File: src/rtl/sc_level_sequencer.sv
// Level/lives sequencer for the Frogger game core: owns the current level and lives,
// clears the progress counter between levels and after deaths, and flags finish/game-over.
module sc_level_sequencer #(
    parameter int LEVEL_WIDTH = 3,
    parameter int NUM_LEVELS  = 3,
    parameter int PROG_WIDTH  = 5,
    parameter int PROG_TARGET = 20,
    parameter int LIVES       = 3,
    parameter int LIVES_WIDTH = 2,
    parameter int DONE_HOLD   = 4
) (
    input  logic                   SC_LEVEL_SEQUENCER_CLOCK_50,
    input  logic                   SC_LEVEL_SEQUENCER_RESET_InHigh,
    input  logic                   SC_LEVEL_SEQUENCER_Start_In,
    input  logic                   SC_LEVEL_SEQUENCER_Death_In,
    input  logic [PROG_WIDTH-1:0]  SC_LEVEL_SEQUENCER_ProgressCount_In,
    output logic [LEVEL_WIDTH-1:0] SC_LEVEL_SEQUENCER_CurrentLevel_Out,
    output logic [LIVES_WIDTH-1:0] SC_LEVEL_SEQUENCER_Lives_Out,
    output logic                   SC_LEVEL_SEQUENCER_StartCount_Out,
    output logic                   SC_LEVEL_SEQUENCER_LevelFinished_Out,
    output logic                   SC_LEVEL_SEQUENCER_FinishedGame_OutLow,
    output logic                   SC_LEVEL_SEQUENCER_GameOver_Out,
    output logic [2:0]             debug_state
);

    localparam int HOLD_W = (DONE_HOLD > 1) ? $clog2(DONE_HOLD) : 1;

    typedef enum logic [2:0] {
        S_IDLE     = 3'd0,
        S_PLAY     = 3'd1,
        S_RESPAWN  = 3'd2,
        S_DONE     = 3'd3,
        S_ENDGAME  = 3'd4,
        S_GAMEOVER = 3'd5
    } state_t;

    state_t                 state, state_next;
    logic [HOLD_W-1:0]      hold_cnt, hold_next;
    logic [LEVEL_WIDTH-1:0] level_next;
    logic [LIVES_WIDTH-1:0] lives_next;

    // Output bundle {start_count, level_finished, finished_game_n, game_over} for a state.
    function automatic logic [3:0] decode(input state_t s);
        case (s)
            S_IDLE:     decode = 4'b1010;
            S_PLAY:     decode = 4'b0010;
            S_RESPAWN:  decode = 4'b1010;
            S_DONE:     decode = 4'b1110;
            S_ENDGAME:  decode = 4'b1100;
            S_GAMEOVER: decode = 4'b1011;
            default:    decode = 4'b1010;
        endcase
    endfunction

    always_comb begin
        state_next = state;
        hold_next  = hold_cnt;
        level_next = SC_LEVEL_SEQUENCER_CurrentLevel_Out;
        lives_next = SC_LEVEL_SEQUENCER_Lives_Out;
        case (state)
            S_IDLE, S_ENDGAME, S_GAMEOVER: begin
                if (SC_LEVEL_SEQUENCER_Start_In) begin
                    state_next = S_PLAY;
                    level_next = LEVEL_WIDTH'(1);
                    lives_next = LIVES_WIDTH'(LIVES);
                end
            end
            S_PLAY: begin
                // Completion outranks a same-cycle death, so no life is lost then.
                if (SC_LEVEL_SEQUENCER_ProgressCount_In >= PROG_WIDTH'(PROG_TARGET)) begin
                    state_next = S_DONE;
                    hold_next  = '0;
                end else if (SC_LEVEL_SEQUENCER_Death_In) begin
                    if (SC_LEVEL_SEQUENCER_Lives_Out > LIVES_WIDTH'(1)) begin
                        state_next = S_RESPAWN;
                        lives_next = SC_LEVEL_SEQUENCER_Lives_Out - LIVES_WIDTH'(1);
                    end else begin
                        state_next = S_GAMEOVER;
                        lives_next = '0;
                    end
                end
            end
            S_RESPAWN: state_next = S_PLAY;
            S_DONE: begin
                if (hold_cnt == HOLD_W'(DONE_HOLD - 1)) begin
                    if (SC_LEVEL_SEQUENCER_CurrentLevel_Out == LEVEL_WIDTH'(NUM_LEVELS)) begin
                        state_next = S_ENDGAME;
                    end else begin
                        state_next = S_PLAY;
                        level_next = SC_LEVEL_SEQUENCER_CurrentLevel_Out + LEVEL_WIDTH'(1);
                    end
                end else begin
                    hold_next = hold_cnt + HOLD_W'(1);
                end
            end
            default: state_next = S_IDLE;
        endcase
    end

    // Outputs are registered from the next state so they always match the state register.
    always_ff @(posedge SC_LEVEL_SEQUENCER_CLOCK_50 or posedge SC_LEVEL_SEQUENCER_RESET_InHigh) begin
        if (SC_LEVEL_SEQUENCER_RESET_InHigh) begin
            state                                  <= S_IDLE;
            hold_cnt                               <= '0;
            SC_LEVEL_SEQUENCER_CurrentLevel_Out    <= '0;
            SC_LEVEL_SEQUENCER_Lives_Out           <= LIVES_WIDTH'(LIVES);
            SC_LEVEL_SEQUENCER_StartCount_Out      <= 1'b1;
            SC_LEVEL_SEQUENCER_LevelFinished_Out   <= 1'b0;
            SC_LEVEL_SEQUENCER_FinishedGame_OutLow <= 1'b1;
            SC_LEVEL_SEQUENCER_GameOver_Out        <= 1'b0;
        end else begin
            state                               <= state_next;
            hold_cnt                            <= hold_next;
            SC_LEVEL_SEQUENCER_CurrentLevel_Out <= level_next;
            SC_LEVEL_SEQUENCER_Lives_Out        <= lives_next;
            {SC_LEVEL_SEQUENCER_StartCount_Out,
             SC_LEVEL_SEQUENCER_LevelFinished_Out,
             SC_LEVEL_SEQUENCER_FinishedGame_OutLow,
             SC_LEVEL_SEQUENCER_GameOver_Out}   <= decode(state_next);
        end
    end

    assign debug_state = state;

endmodule

File: config.mk
export PLATFORM = sky130hd
export DESIGN_NAME = sc_level_sequencer
export DESIGN_NICKNAME = d
export VERILOG_FILES = /design/src/rtl/sc_level_sequencer.sv
export SDC_FILE = /design/constraint.sdc
export NUM_CORES = 1
export LEC_CHECK = 0
export CAP_MARGIN = 0
export CORE_ASPECT_RATIO = 1.2
export CORE_MARGIN = 1.5
export CORE_UTILIZATION = 40
export DETAILED_ROUTE_END_ITERATION = 16
export GPL_TIMING_DRIVEN = 1
export PLACE_DENSITY = 0.78
export SYNTH_ARGS = -nofsm -noshare
export SYNTH_HDL_FRONTEND = slang
export SYNTH_SLANG_ARGS = --single-unit
File: constraint.sdc
create_clock -name SC_LEVEL_SEQUENCER_CLOCK_50 -period 1.5 [get_ports SC_LEVEL_SEQUENCER_CLOCK_50]
set_input_delay 0.3 -clock SC_LEVEL_SEQUENCER_CLOCK_50 [delete_from_list [all_inputs] [get_ports SC_LEVEL_SEQUENCER_CLOCK_50]]
set_output_delay 0.3 -clock SC_LEVEL_SEQUENCER_CLOCK_50 [all_outputs]
set_load 0.01 [all_outputs]
==> impl_results.md <==
- FILL cells: 157
- Number of port buffers: 18
- Slew HR: 65.4%
- Starting Density: 42.8%
- Crit Path Max Fanout: 5
- Max-Cap Viols: 0
- Worst Path Arrival: 1.77 ns
- Type of element launching the critical path: register
- Antenna Nets Post-Route: 0
- Final period demand of the worst path: 1.53 ns
- Multi-input logic area: 439 µm²
- Crit path capture type: register
- Final Routed Wirelength: 1750 µm
- Via count: 677
- Fmax: 653 MHz
- Yosys top cell area share: 31.3%
- Worst R2R End: SC_LEVEL_SEQUENCER_FinishedGame_OutLow
- Ys flop type: dfrtp_1
- Most frequent cells in the layout: 15 x buf_4, 9 x dlygate4sd2_1, 8 x clkdlybuf4s50_1, 7 x dfrtp_1
- Clock Tree Buf Depth: 2
- PwrDens: 2020 nW/µm²
- Core area: 1870 µm²
- Diode count: 0
- Initial antenna violation count: 0
- Slew @ Worst Pin: 0.518 ns
- FF-to-FF path depth: 5
- Nets: 119
- RSZ-0062 raised after global routing: true
- Core Rows: 17
- Vias in the first global route: 723
- Distinct cell type count of the synthesized netlist: 38
- Initial DRC count: 7
- CTS tree: yes
- Yosys top cell by area: dfrtp_1
- Area Overhead vs Synth: 44.5%
- Final period util: 102%
- Layout cells sized above 1: 37.7%
- Mean Syn Cell Area: 11.3 µm²
- Max Slew Vio Count: 0
- Later-pin clock latency in the skew report: 0.29 ns
- # setup viols final: 5
- Synthesis-stage register bit count: 14
- Worst r2r src: SC_LEVEL_SEQUENCER_CurrentLevel_Out[0]
- Place WS: -0.210 ns
- Post-synth ARST share: 100%
- Gr usage total: 18.5%
- Final Hold Vio Count: 0
- Commonest non-fill, non-tap cell in the layout: buf_4
- Max Clock Skew: 0.00871 ns
- Num CTS Buffers: 3
- Synth Instances: 71
- Post-Syn Area: 801 µm²
- Syn nets: 83
- Largest net degree at the start of global routing: 15
- DP Wirelength: 1320 µm
- CP required: 1.74 ns
- Failing checks: negative setup slack
- Gp weighted congestion: 0.807
- Drt drc: 0
- VDD IR max: 0.00115 V
- Reg-to-reg setup timing slack: -0.03 ns
- Register area: 359 µm²
- DR vias/cell: 5.42
- I/O pin total: 21
- Critical path, cell by cell: ha_2 -> ha_4 -> and3_4 -> a221oi_4 -> or2_1
- CTS H-tree depth: 1
- CTS Hold Bufs: 0
- Status: finished with violations
- Clk sinks: 14
- Critical setup path kind: reg -> reg
- Post-synth EDFFs: 0
- Final setup margin: -0.0323 ns
- Leak Pwr: 0.525 nW
- Critical path's slowest cell: dfrtp_1
- Final setup TNS: -0.0727 ns
- Synthesis warning total: 0
- Wire per inst: 14.0 µm
- Die height: 52.0 µm
- Total grt overflow: 0
- Global-route wire length before repair: 3110 µm
- Clk slew on worst S/H paths: 0.09 ns
- Worst Hold Class: in -> async
- Drt pass-1 iters: 4
- Full die area: 2280 µm²
- Die width: 43.8 µm
- Top cells by area, synth: dfrtp_1 31%, dfstp_2 13%, ha_1 4.7%, a221oi_4 3.3%, a2bb2oi_4 3.3%
- Sequential share of the synthesized area: 44.4%
- CP peak stage delay: 0.40 ns
- Root buffer cell: clkbuf_4
==> cells by family (layout without fill, tap and decap cells) <==
family          count (synthesis)  in the layout  share of synthesized area (%)
mux                             1              1                           1.25
flops                          14             14                           44.4
compound gates                 19             19                           22.5
fa+ha+maj                       3              3                           4.69
buf+inv                         6             41                           4.22
simple gates                   28             28                           23.0
==> state kept, by name (all words and copies together), names as in the netlist <==
name,count
hold_cnt,2
debug_state,3
SC_LEVEL_SEQUENCER_LevelFinished_Out,1
SC_LEVEL_SEQUENCER_StartCount_Out,1
SC_LEVEL_SEQUENCER_CurrentLevel_Out,3
SC_LEVEL_SEQUENCER_FinishedGame_OutLow,1
SC_LEVEL_SEQUENCER_GameOver_Out,1
SC_LEVEL_SEQUENCER_Lives_Out,2
==> through the flow <==
step | instances | total power, mW | area [µm²] | util (%) | hold WS, ns
floorplan | 71 | 1.50 | 816 | - | 0.186
global placement | 117 | 2.00 | 1080 | 57.9 | 0.465
detailed placement | 117 | 2.05 | 1080 | 57.9 | 0.486
CTS | 125 | 2.33 | 1140 | 61.2 | 0.359
global route | 125 | 2.52 | 1160 | 61.8 | 0.396
finish | 125 | 2.34 | 1160 | 61.8 | 0.326
==> Yosys cell counts, types with 2 or more instances <==
| master | n |
|---|---|
| nand2b_1 | 2 |
| nor2_1 | 5 |
| a211o_1 | 2 |
| nand2_1 | 5 |
| dfrtp_1 | 10 |
| nor2b_1 | 2 |
| inv_1 | 4 |
| o21ai_0 | 3 |
| dfstp_2 | 4 |
| ha_1 | 3 |
| o2bb2ai_1 | 2 |
| a21oi_1 | 2 |
| nand3_1 | 2 |
==> what timing repair did <==
action | 4_1_cts | 5_1_grt
setup buffers | 4 | 0
endpoints found under the setup margin | 14 | 7
pin swaps | 5 | 3
gates resized for setup | 13 | 4
==> how the worst max path moves through the flow <==
stage                                           startpoint                                     end
floorplan           SC_LEVEL_SEQUENCER_CurrentLevel_Out[0]  SC_LEVEL_SEQUENCER_FinishedGame_OutLow
detailed placement             SC_LEVEL_SEQUENCER_Start_In         SC_LEVEL_SEQUENCER_GameOver_Out
CTS                 SC_LEVEL_SEQUENCER_CurrentLevel_Out[0]    SC_LEVEL_SEQUENCER_LevelFinished_Out
finish              SC_LEVEL_SEQUENCER_CurrentLevel_Out[0]  SC_LEVEL_SEQUENCER_FinishedGame_OutLow
global placement    SC_LEVEL_SEQUENCER_ProgressCount_In[3]    SC_LEVEL_SEQUENCER_LevelFinished_Out
global route        SC_LEVEL_SEQUENCER_CurrentLevel_Out[0]    SC_LEVEL_SEQUENCER_LevelFinished_Out
==> critical path, delay by kind of cell (launching register included) <==
family / cells / cell delay (ns)
compound gates: 1 / 0.40
fa+ha+maj: 2 / 0.36
flops: 1 / 0.40
simple gates: 2 / 0.31
==> power by group <==
part           total, mW  leakage (nW)  switching, mW  internal, mW
Combinational       1.35         0.339          0.615         0.733
Clock              0.284        0.0210          0.135         0.148
Sequential         0.709         0.165          0.144         0.565
==> metal layers <==
metal / GRT usage [%] / wire (µm) / vias up
met5: 0 / 0 / -
met1: 20.1 / 726 / 325
met4: 6.06 / 31 / 0
li1: - / - / 330
met3: 3.13 / 70 / 5
met2: 35.0 / 917 / 17
==> area by class of cell <==
cell class | count | share of cell area, %
flip-flops and latches | 14 | 31.0
multi-input cells | 51 | 37.9
clock buffers | 4 | 3.14
well taps | 19 | 2.05
repair buffers | 33 | 24.5
inverters | 4 | 1.30
(Power assumes the default switching activity.)
